[config.mk]
export PLATFORM = sky130hd
export DESIGN_NAME = icecream_trace
export DESIGN_NICKNAME = d
export VERILOG_FILES = /design/src/rtl/icecream_trace.sv
export SDC_FILE = /design/constraint.sdc
export NUM_CORES = 2
export LEC_CHECK = 0
export CAP_MARGIN = 5
export CORE_ASPECT_RATIO = 0.5
export CORE_UTILIZATION = 39
export DETAILED_ROUTE_END_ITERATION = 8
export GPL_TIMING_DRIVEN = 1
export PLACE_DENSITY_LB_ADDON = 0.3
export SYNTH_ARGS = -nofsm -noshare
export SYNTH_HDL_FRONTEND = slang
export SYNTH_SLANG_ARGS = --single-unit
[constraint.sdc]
create_clock -name clk -period 5.98 [get_ports clk]
set_input_delay 0.598 -clock clk [delete_from_list [all_inputs] [get_ports clk]]
set_output_delay 0.598 -clock clk [all_outputs]
set_load 0.03 [all_outputs]
[src/rtl/icecream_trace.sv]
// icecream_trace: watches NUM_CH value channels and records value changes
// (mode=0) or every enabled cycle (mode=1) as time-stamped entries in a
// DEPTH-entry FIFO, drained through a valid/ready port.
//
// Ports:
//   clk, rst            rising-edge clock, synchronous active-high reset
//   en, mode, ch_mask   capture enable, 0=on change / 1=every cycle, per-channel enable
//   ch_data             channel i at bits [i*WIDTH +: WIDTH]
//   out_valid/out_ready FIFO head handshake; out_ch/out_data/out_ts = head entry
//   level               FIFO occupancy
//   drop_cnt            saturating count of overwritten (lost) events
//
// Optional: define ICECREAM_TRACE_DISPLAY_EN to print every push and every
// drop-count increment in simulation. The default build has no system tasks.

// Per-channel capture lane: change detector, hold register and pending flag.
module icecream_trace_ch #(
  parameter int WIDTH = 32,
  parameter int TS_W  = 32
) (
  input  logic             clk,
  input  logic             rst,
  input  logic             en,
  input  logic             mask,
  input  logic             mode,
  input  logic [WIDTH-1:0] data,
  input  logic [TS_W-1:0]  ts,
  input  logic             push_clr,   // this lane is being pushed this edge
  output logic             ev,
  output logic             pending,
  output logic [WIDTH-1:0] hold_data,
  output logic [TS_W-1:0]  hold_ts
);
  logic [WIDTH-1:0] prev;

  assign ev = en & mask & (mode | (data != prev));

  always_ff @(posedge clk) begin
    if (rst) begin
      prev      <= '0;
      pending   <= 1'b0;
      hold_data <= '0;
      hold_ts   <= '0;
    end else begin
      // prev tracks unconditionally so re-enabling never sees stale changes
      prev <= data;
      if (ev) begin
        hold_data <= data;
        hold_ts   <= ts;
        pending   <= 1'b1;   // new event wins over a same-edge push clear
      end else if (push_clr) begin
        pending   <= 1'b0;
      end
    end
  end
endmodule

module icecream_trace #(
  parameter int NUM_CH = 4,
  parameter int WIDTH  = 32,
  parameter int DEPTH  = 16,
  parameter int TS_W   = 32,
  localparam int CW    = (NUM_CH > 1) ? $clog2(NUM_CH) : 1,
  localparam int AW    = $clog2(DEPTH),
  localparam int LW    = $clog2(DEPTH) + 1
) (
  input  logic                    clk,
  input  logic                    rst,
  input  logic                    en,
  input  logic                    mode,
  input  logic [NUM_CH-1:0]       ch_mask,
  input  logic [NUM_CH*WIDTH-1:0] ch_data,
  output logic                    out_valid,
  input  logic                    out_ready,
  output logic [CW-1:0]           out_ch,
  output logic [WIDTH-1:0]        out_data,
  output logic [TS_W-1:0]         out_ts,
  output logic [LW-1:0]           level,
  output logic [15:0]             drop_cnt
);
  typedef struct packed {
    logic [CW-1:0]    ch;
    logic [WIDTH-1:0] data;
    logic [TS_W-1:0]  ts;
  } entry_t;

  logic [TS_W-1:0]              ts;
  logic [NUM_CH-1:0]            ev, pend, push_clr, drops;
  logic [NUM_CH-1:0][WIDTH-1:0] hold_data;
  logic [NUM_CH-1:0][TS_W-1:0]  hold_ts;
  logic [CW-1:0]                sel;
  logic                         push, pop;
  logic [AW-1:0]                wr_ptr, rd_ptr;
  logic [16:0]                  drop_sum;
  entry_t                       mem [DEPTH];
  entry_t                       head;

  for (genvar i = 0; i < NUM_CH; i++) begin : g_ch
    icecream_trace_ch #(.WIDTH(WIDTH), .TS_W(TS_W)) u_ch (
      .clk       (clk),
      .rst       (rst),
      .en        (en),
      .mask      (ch_mask[i]),
      .mode      (mode),
      .data      (ch_data[i*WIDTH +: WIDTH]),
      .ts        (ts),
      .push_clr  (push_clr[i]),
      .ev        (ev[i]),
      .pending   (pend[i]),
      .hold_data (hold_data[i]),
      .hold_ts   (hold_ts[i])
    );
    assign push_clr[i] = push & (sel == CW'(i));
  end

  // lowest-index pending channel wins
  always_comb begin
    sel = '0;
    for (int i = NUM_CH - 1; i >= 0; i--)
      if (pend[i]) sel = CW'(i);
  end

  assign pop   = (level != '0) & out_ready;
  // a full FIFO still accepts a push when the head leaves on the same edge
  assign push  = (|pend) & ((level != LW'(DEPTH)) | pop);
  // an event on a pending lane that is not leaving this edge loses the old entry
  assign drops = ev & pend & ~push_clr;

  always_comb begin
    drop_sum = {1'b0, drop_cnt};
    for (int i = 0; i < NUM_CH; i++)
      drop_sum = drop_sum + {16'd0, drops[i]};
  end

  always_ff @(posedge clk) begin
    if (rst) begin
      ts       <= '0;
      wr_ptr   <= '0;
      rd_ptr   <= '0;
      level    <= '0;
      drop_cnt <= '0;
    end else begin
      ts       <= ts + 1'b1;
      drop_cnt <= drop_sum[16] ? 16'hFFFF : drop_sum[15:0];
      if (push) wr_ptr <= wr_ptr + 1'b1;
      if (pop)  rd_ptr <= rd_ptr + 1'b1;
      case ({push, pop})
        2'b10:   level <= level + 1'b1;
        2'b01:   level <= level - 1'b1;
        default: level <= level;
      endcase
    end
  end

  // storage needs no reset: level gates every read
  always_ff @(posedge clk) begin
    if (!rst && push) mem[wr_ptr] <= '{ch: sel, data: hold_data[sel], ts: hold_ts[sel]};
  end

  assign head      = mem[rd_ptr];
  assign out_valid = (level != '0);
  assign out_ch    = out_valid ? head.ch   : '0;
  assign out_data  = out_valid ? head.data : '0;
  assign out_ts    = out_valid ? head.ts   : '0;

`ifdef ICECREAM_TRACE_DISPLAY_EN
  always_ff @(posedge clk) begin
    if (!rst) begin
      if (push)
        $display("IC_SV:: @%0t CH%0d TS:%0d DATA(%0h)", $time, sel, hold_ts[sel], hold_data[sel]);
      for (int i = 0; i < NUM_CH; i++)
        if (drops[i] && drop_cnt != 16'hFFFF)
          $display("IC_SV:: @%0t CH%0d DROP", $time, i);
    end
  end
`endif

endmodule

==> flow_summary_export.csv <==
group,metric,value,unit
worst_setup_path,slowest_stage,"nor3_1",
place,gp_congestion,0.887,
routing,wl,185000,um
sta,timing.hold.ws,0.277,ns
logic_synthesis,yosysTopAreaCellShare,0.486,
routing,vias,42000,
global_route,gr-usage-met3,0.0346,
worst_setup_path,critPathMostFrequentCell,"fa_1",
clock_tree,clk_pin_slew_worst_paths,0.07,ns
worst_setup_path,worstSetupStartpointType,"register",
global_route,grt_max_degree,166,
clock_tree,clk_latency,0.81,ns
floorplanning,core_area,0.165,mm2
routing,drc,7,
sta,hold_viol,0,
logic_synthesis,syn_nets,4827,
finish,drive_above_1_share,0.141,
routing,wl_per_cell,26.1,um
clock_tree,cts_resized,0,
worst_setup_path,critPathRequiredTime,6.61,ns
place,io_buffers,224,
sta,finalSetupViolCount,0,
worst_setup_path,path_buf_inv,1,
logic_synthesis,yosys.area.top_type,"edfxtp_1",
worst_setup_path,arrival,5.69,ns
worst_setup_path,cp_top_family,"simple AND/OR/NAND/NOR gates",
logic_synthesis,avgSynthCellArea,14.0,um2
power_and_ir_drop,power_density,347,mW/mm2
clock_tree,cts_tree,"yes",
logic_synthesis,synth-main-ff-cell,"edfxtp_1",
floorplanning,chipWidth,580,um
floorplanning,ios,225,
floorplanning,dieHeight,291,um
outcome,status,"complete, but fails checks",
sta,tns,0,ns
logic_synthesis,yosysMostFrequentCell,"edfxtp_1",
global_route,antenna_found_initial,10,
global_route,grtUsageTotal,0.215,
sta,max_freq,198,MHz
clock_tree,cts.htree.levels,4,
routing,first_iter_violations,5169,
logic_synthesis,ys_warn_count,0,
worst_setup_path,crit_type,"register to register",
global_route,grt_pass1_vias,41700,
logic_synthesis,ys_seq_area_frac,0.625,
sta,finClkSkew,0.0628,ns
floorplanning,dieArea,0.169,mm2
clock_tree,clk_path_buf_depth,3,
sta,period_share,0.845,
clock_tree,post_cts.repair.setup_buffers,0,
sta,drv_slew,0,
sta,period_needed,5.06,ns
worst_setup_path,cp_slowest_stage_delay,0.80,ns
floorplanning,row_count,105,
routing,via_per_inst,5.94,
routing,postRouteAntennaNets,0,
clock_tree,root_buffer,"clkbuf_16",
place,dp_hpwl,107000,um
worst_setup_path,ff2ff_setup_slack,0.92,ns
routing,dr.pass1.iters,9,
clock_tree,numCtsBuffers,141,
sta,maxSlewHeadroom,0.0580,
power_and_ir_drop,power,25.8,mW
logic_synthesis,synthTopCellsByCount,"edfxtp_1, dfxtp_1, nor2b_1",
worst_setup_path,end_kind,"register",
global_route,grt_pass1_wl,274000,um
global_route,use_met1,0.305,
logic_synthesis,ys_async_sr_fraction,0,
clock_tree,cts_hold_buffers,0,
outcome,violations,"DRC",
global_route,grt_use_met2,0.342,
finish,synthToLayoutAreaGrowth,14.0,%
logic_synthesis,synth.distinct_cells,54,
logic_synthesis,synth-edff-count,1056,
logic_synthesis,yosys-top-cells-area,"edfxtp_1, dfxtp_1, mux4_2, nor2b_1, nand4_1",
finish,num-fill-cells,14400,
worst_hold_path,hp-class,"input port to register",
job,cap_violations,0,
global_route,grt.overflow.total,0,
logic_synthesis,syn_area,0.0653,mm2
worst_setup_path,cp_max_fo,14,
power_and_ir_drop,p_leak,25.1,nW
clock_tree,clock_sinks,1509,
logic_synthesis,ys_ff_latch,1509,
global_route,grt.busiest_layer,"met2",
sta,tightest_slew,1.41,ns
floorplanning,start_util,0.395,
worst_setup_path,worstPathCellList,"or4_1 > nor3_1 > o31ai_1 > or2_2 > fa_1 > inv_1 > fa_1 > fa_1 > and3_1 > and4_1 > nand3_1 > o21a_1 > nor2_1",
power_and_ir_drop,peakVddDrop,338,uV
finish,nNetsFinal,4908,
logic_synthesis,syn-instance-count,4676,
sta,rsz0062_at_grt,"no",
[final timing paths]
path,startpoint,to,depth (start not counted)
setup / recovery,level[0],drop_cnt[6],13
hold / removal,rst,wr_ptr[2],2
setup reg to reg,level[0],drop_cnt[6],13
hold reg to reg,ts[0],ts[0],1
[sequential cells by signal, summed over array words and instances, names as in the netlist, named ones only]
signal,cells
g_ch.u_ch.pending,4
g_ch.u_ch.prev,128
ts,32
level,5
g_ch.u_ch.hold_ts,128
rd_ptr,4
wr_ptr,4
g_ch.u_ch.hold_data,128
mem,1056
drop_cnt,16
[area by class of cell]
cell class | count | area, um2 | area share
flip-flops and latches | 1509 | 40800 | 0.548
multi-input cells | 2760 | 23000 | 0.309
clock buffers | 187 | 3800 | 0.0511
repair buffers | 324 | 3180 | 0.0427
well taps | 2193 | 2740 | 0.0369
clock inverters | 65 | 818 | 0.0110
inverters | 21 | 78.8 | 0.00106
diodes | 9 | 22.5 | 0.000303
[placed cells by master (no fill, tap or decap), types with 116 or more instances in the layout]
cell             count
clkbuf_16          141
a22oi_1            135
and2_1             195
nand2_1            272
a21o_1             117
nand4_1            289
mux4_2             330
nor2b_1            414
a2bb2oi_1          116
o21ai_0            140
dfxtp_1            449
clkdlybuf4s50_1    223
nand3_1            275
edfxtp_1          1056
[kinds of logic after synthesis]
group	synth area share
compound gates	0.0700
buf+inv	0.0273
mux	0.116
flops	0.625
fa+ha+maj	0.00314
simple gates	0.136
xor+xnor	0.0223
[where the power goes]
group	switching, mW	internal (mW)
combinational	2.86	2.19
clock	4.16	4.88
sequential	0.217	11.5
[metrics by stage]
stage,utilization,setup slack (ns),instance area [um2],std cells
2_1_floorplan,-,1.21,65300,4676
3_3_place_gp,0.423,0.797,69700,6806
3_5_place_dp,0.423,0.726,69700,6806
4_1_cts,0.451,1.01,74300,7058
5_1_grt,0.451,0.728,74400,7062
6_report,0.451,0.924,74400,7068
[metal layers]
| metal | up-vias | wire [um] | part of all wire |
|---|---|---|---|
| met5 | - | 43 | 0.00023 |
| met4 | 6 | 4120 | 0.022 |
| met3 | 269 | 13800 | 0.075 |
| met2 | 1711 | 86700 | 0.47 |
| met1 | 21800 | 80000 | 0.43 |
| li1 | 18200 | - | - |
[worst reg2reg max path, cell delays in order (launching register included)]
cell	delay (ns)
dfxtp_1	0.38
or4_1	0.57
nor3_1	0.80
o31ai_1	0.15
or2_2	0.35
fa_1	0.51
inv_1	0.05
fa_1	0.41
fa_1	0.44
and3_1	0.21
and4_1	0.30
nand3_1	0.47
o21a_1	0.21
nor2_1	0.04
(Power assumes the default switching activity.)
